`src/rtl/fft_bitrev_reorder.sv`:
```
// fft_bitrev_reorder: ping-pong frame buffer, emits each frame bit-reversed.
// Define FFT_BITREV_MODE_EN to add a per-frame natural-order `mode` input.
module fft_bitrev_reorder #(
  parameter int LOG2N  = 3,
  parameter int DATA_W = 16
) (
  input  logic              clk,
  input  logic              rst_n,
  input  logic              in_valid,
  output logic              in_ready,
  input  logic [DATA_W-1:0] in_data,
`ifdef FFT_BITREV_MODE_EN
  input  logic              mode,
`endif
  output logic              out_valid,
  input  logic              out_ready,
  output logic [DATA_W-1:0] out_data,
  output logic              out_last
);

  localparam int N = 1 << LOG2N;
  localparam logic [LOG2N-1:0] LAST = LOG2N'(N - 1);

  logic [DATA_W-1:0] mem [2][N];
  logic [1:0]        full;
  logic              wr_bank;
  logic              rd_bank;
  logic [LOG2N-1:0]  wr_cnt;
  logic [LOG2N-1:0]  rd_cnt;
  logic [LOG2N-1:0]  rev_cnt;
  logic [LOG2N-1:0]  rd_addr;
  logic              wr_fire;
  logic              load;
  logic              wr_end;
  logic              rd_end;

  assign in_ready = !full[wr_bank];
  assign wr_fire  = in_valid && in_ready;
  assign load     = full[rd_bank] && (!out_valid || out_ready);
  assign wr_end   = wr_fire && (wr_cnt == LAST);
  assign rd_end   = load && (rd_cnt == LAST);

  // Mirror the read counter bits to form the bit-reversed address
  always_comb begin
    rev_cnt = '0;
    for (int k = 0; k < LOG2N; k++) begin
      rev_cnt[k] = rd_cnt[LOG2N-1-k];
    end
  end

`ifdef FFT_BITREV_MODE_EN
  logic [1:0] bank_mode;

  // Capture the frame's ordering mode with its first sample
  always_ff @(posedge clk or negedge rst_n) begin
    if (!rst_n) begin
      bank_mode <= '0;
    end else if (wr_fire && (wr_cnt == '0)) begin
      bank_mode[wr_bank] <= mode;
    end
  end

  // Natural-order banks bypass the reversal
  always_comb begin
    rd_addr = bank_mode[rd_bank] ? rd_cnt : rev_cnt;
  end
`else
  // Every frame is read bit-reversed
  always_comb begin
    rd_addr = rev_cnt;
  end
`endif

  // Sample storage; contents are intentionally not reset
  always_ff @(posedge clk) begin
    if (wr_fire) begin
      mem[wr_bank][wr_cnt] <= in_data;
    end
  end

  // Write pointer advances per accepted sample, flips bank at frame end
  always_ff @(posedge clk or negedge rst_n) begin
    if (!rst_n) begin
      wr_cnt  <= '0;
      wr_bank <= 1'b0;
    end else if (wr_fire) begin
      wr_cnt <= wr_cnt + 1'b1;
      if (wr_end) begin
        wr_bank <= !wr_bank;
      end
    end
  end

  // Full flags: writer sets on frame end, reader clears after last load
  always_ff @(posedge clk or negedge rst_n) begin
    if (!rst_n) begin
      full <= '0;
    end else begin
      if (wr_end) begin
        full[wr_bank] <= 1'b1;
      end
      if (rd_end) begin
        full[rd_bank] <= 1'b0;
      end
    end
  end

  // Read pointer and one-entry output register
  always_ff @(posedge clk or negedge rst_n) begin
    if (!rst_n) begin
      rd_cnt    <= '0;
      rd_bank   <= 1'b0;
      out_valid <= 1'b0;
      out_data  <= '0;
      out_last  <= 1'b0;
    end else if (load) begin
      out_data  <= mem[rd_bank][rd_addr];
      out_valid <= 1'b1;
      out_last  <= rd_end;
      rd_cnt    <= rd_cnt + 1'b1;
      if (rd_end) begin
        rd_bank <= !rd_bank;
      end
    end else if (out_valid && out_ready) begin
      out_valid <= 1'b0;
      out_last  <= 1'b0;
    end
  end

endmodule
```
`config.mk`:
```
export PLATFORM = sky130hd
export DESIGN_NAME = fft_bitrev_reorder
export DESIGN_NICKNAME = d
export VERILOG_FILES = /design/src/rtl/fft_bitrev_reorder.sv
export SDC_FILE = /design/constraint.sdc
export NUM_CORES = 1
export LEC_CHECK = 0
export ABC_AREA = 1
export CORE_MARGIN = 4
export CORE_UTILIZATION = 55
export DETAILED_ROUTE_END_ITERATION = 12
export PLACE_DENSITY = 0.86
export SLEW_MARGIN = 20
export SYNTH_ARGS = -nofsm -noshare
export SYNTH_HDL_FRONTEND = slang
export SYNTH_SLANG_ARGS = --single-unit
```
`constraint.sdc`:
```
create_clock -name clk -period 2.6 [get_ports clk]
set_input_delay 0.52 -clock clk [delete_from_list [all_inputs] [get_ports clk]]
set_output_delay 0.52 -clock clk [all_outputs]
set_load 0.02 [all_outputs]
```
==> flow_metrics.py <==
metrics = {
    "setup_path": {
        "cp_max_fo": 3,
        "cp_slowest_stage_delay_ps": 660,
        "required_ps": 2080,
        "cp-end-kind": "output port",
        "critPathLaunchType": "flop",
        "worstPathArrival_ps": 1860,
        "cp_slowest_cell": "clkdlybuf4s50_1",
        "crit_type": "reg2out",
        "r2r_slack_ps": 380,
        "path_cells": "o21ai_0 -> clkdlybuf4s50_1",
    },
    "routing": {
        "routedWlPerCell_um": 19.8,
        "remaining_drc_errors": 0,
        "dr.first_iter.drc_count": 1137,
        "wl_mm": 28.2,
        "viasPerCell": 5.75,
        "drtAntennaViolNets": 0,
        "vias": 8203,
        "dr.pass1.iters": 7,
    },
    "synth": {
        "synthAdderAreaFrac": 0.00423,
        "muxShareOfSynthArea": 0,
        "yosys_warnings": 0,
        "synth_top_family_by_area": "simple AND/OR/NAND/NOR gates",
        "ys_ff_latch": 284,
        "syn_inst": 1070,
        "yosys.area_share.simple": 0.181,
        "syn-num-nets": 1094,
        "synthXorXnorAreaFrac": 0.00148,
        "synth_compound_area_frac": 0.0359,
        "synth.avg_cell_area_um2": 11.0,
        "async_reset_ff_frac": 0.0986,
        "synth_area_um2": 11800,
        "synth.distinct_cells": 20,
        "synth-edff-count": 256,
        "synth_flop_cell": "edfxtp_1",
        "ys_seq_area_frac": 0.710,
    },
    "power": {
        "p_per_area_nw_per_um2": 1080,
        "p_leak_nw": 5.51,
        "ir_worst_vdd_mv": 0.674,
        "total_power_mw": 14.8,
    },
    "placement": {
        "pre_cts_slack_ps": 204,
        "place_area_um2": 12700,
        "dp_hpwl_mm": 16.6,
        "portBuffers": 38,
        "gp_congestion": 0.873,
    },
    "timing": {
        "worst_slack_ps": 215,
        "rsz0062_at_grt": "false",
        "slew_headroom": 0.461,
        "worst_slew_pin_slew_ps": 806,
        "max_freq_ghz": 0.419,
        "finalHoldViolCount": 0,
        "setup_violations": 0,
        "fin_crit_sh": 0.917,
        "tns_ps": 0,
        "skew_ps": 9.42,
        "final_max_slew_viol_count": 0,
        "fin_crit_ps": 2380,
    },
    "global_route": {
        "grt_pass1_wl_mm": 43.8,
        "grt_max_degree": 129,
        "grt_pass1_vias": 7965,
        "antenna_found_initial": 0,
        "grt_overflow": 0,
        "grt_use_total": 0.236,
    },
    "final_layout": {
        "area_delta_synth_final_pct": 16.2,
        "num_antenna_cells": 0,
        "nNetsFinal": 1153,
        "drive_above_1_share": 0.0938,
        "postLayoutCellArea_um2": 13700,
    },
    "clock_network": {
        "cts_buffer_depth": 3,
        "cts.clk_slew.worst_paths_ps": 60,
        "htree_levels": 1,
        "cts-buffers-inserted": 28,
        "cts_hold_buf": 0,
        "insertion_delay_ps": 540,
        "cts_resized": 0,
        "cts_root_buf": "clkbuf_16",
        "cts_sinks": 284,
        "post-cts-setup-buffers": 0,
        "cts_tree": "yes",
    },
    "floorplan": {
        "die_area_um2": 23900,
        "dieHeight_um": 155,
        "row_count": 53,
        "die_width_um": 155,
        "start_util": 0.560,
        "core-area_um2": 21100,
        "ios": 39,
    },
    "run_status": {
        "status": "finished, final reports clean",
    },
    "worst_hold_path": {
        "hold_path.class": "in2async",
    },
    "job": {
        "maxCapViolCount": 0,
    },
}
-- path summary, 6_finish.rpt --
| kind | startpoint | endpoint | cells after the start |
|---|---|---|---|
| min in group clk | out_data[2]$_DFFE_PN0P_ | out_data[2]$_DFFE_PN0P_ | 2 |
| setup reg to reg | full[0]$_DFF_PN0_ | mem[0][48]$_DFFE_PP_ | 6 |
| setup / recovery | full[0]$_DFF_PN0_ | in_ready | 2 |
| max in group asynchronous | rst_n | rd_bank$_DFFE_PN0P_ | 2 |
| hold reg to reg | out_data[2]$_DFFE_PN0P_ | out_data[2]$_DFFE_PN0P_ | 2 |
| hold / removal | rst_n | out_data[7]$_DFFE_PN0P_ | 2 |
-- where the power goes --
part           switching [mW]  total, mW  leakage [nW]  internal [mW]
registers               0.225       5.70          2.65           5.48
clock network            1.66       4.21         0.474           2.55
logic                    3.40       4.92          2.39           1.51
-- state kept, by name (all words and copies together), names as in the netlist --
signal     count
mem          256
out_valid      1
wr_cnt         3
wr_bank        1
rd_cnt         3
out_last       1
rd_bank        1
out_data      16
full           2
-- kinds of logic (layout without fill, tap and decap cells) --
kind of cell               after synthesis  count (layout)
xor gates and xnor gates                 2               2
and+or+nand+nor                        515             515
DFF                                    284             284
adders and majority gates                4               4
buffers and inverters                  191             272
AOI/OAI and AO/OA                       74              74
-- metal layers --
metal	global-route usage	routed length, µm
met4	0.0685	778
met2	0.386	13800
met1	0.328	10600
met5	0	0
met3	0.0420	3120
-- cell usage in the layout (no fill, tap or decap), drive strengths merged, types with 19 or more instances in the layout --
master	n
buf	46
clkbuf	38
clkdlybuf4s50	38
dfrtp	28
edfxtp	256
inv	134
nand2	268
nand3	148
nor2	85
o211ai	19
o21ai	54
-- critical path: cells and delay by family, from the launching register on --
family,cells,cell delay [ps]
DFF,1,400
AOI/OAI and AO/OA,1,270
buffers and inverters,1,660
-- cells in the mapped netlist (11+ instances only) --
cell	number	area [µm²]
o21ai_0	54	270
nor2_1	85	319
nand2_1	268	1010
inv_1	134	503
edfxtp_1	256	7690
nand3_1	148	741
buf_4	11	82.6
clkbuf_1	19	71.3
nor3_1	14	70.1
buf_2	12	60.1
dfrtp_1	28	701
o211ai_1	18	135
-- per-stage QoR --
stage / utilization / hold slack [ps] / cells
2_1_floorplan: - / 224 / 1070
3_3_place_gp: 0.605 / 463 / 1374
3_5_place_dp: 0.605 / 468 / 1374
4_1_cts: 0.651 / 384 / 1426
5_1_grt: 0.651 / 411 / 1426
6_report: 0.651 / 380 / 1426
-- area by class of cell --
cell class | instances | area (µm²)
sequential | 284 | 8390
timing repair buffer | 84 | 813
inverter | 136 | 512
fill | 1407 | 7360
tap | 275 | 344
clock buffer | 38 | 800
clock inverter | 14 | 180
multi-input combinational | 595 | 2690
(Power assumes the default switching activity.)
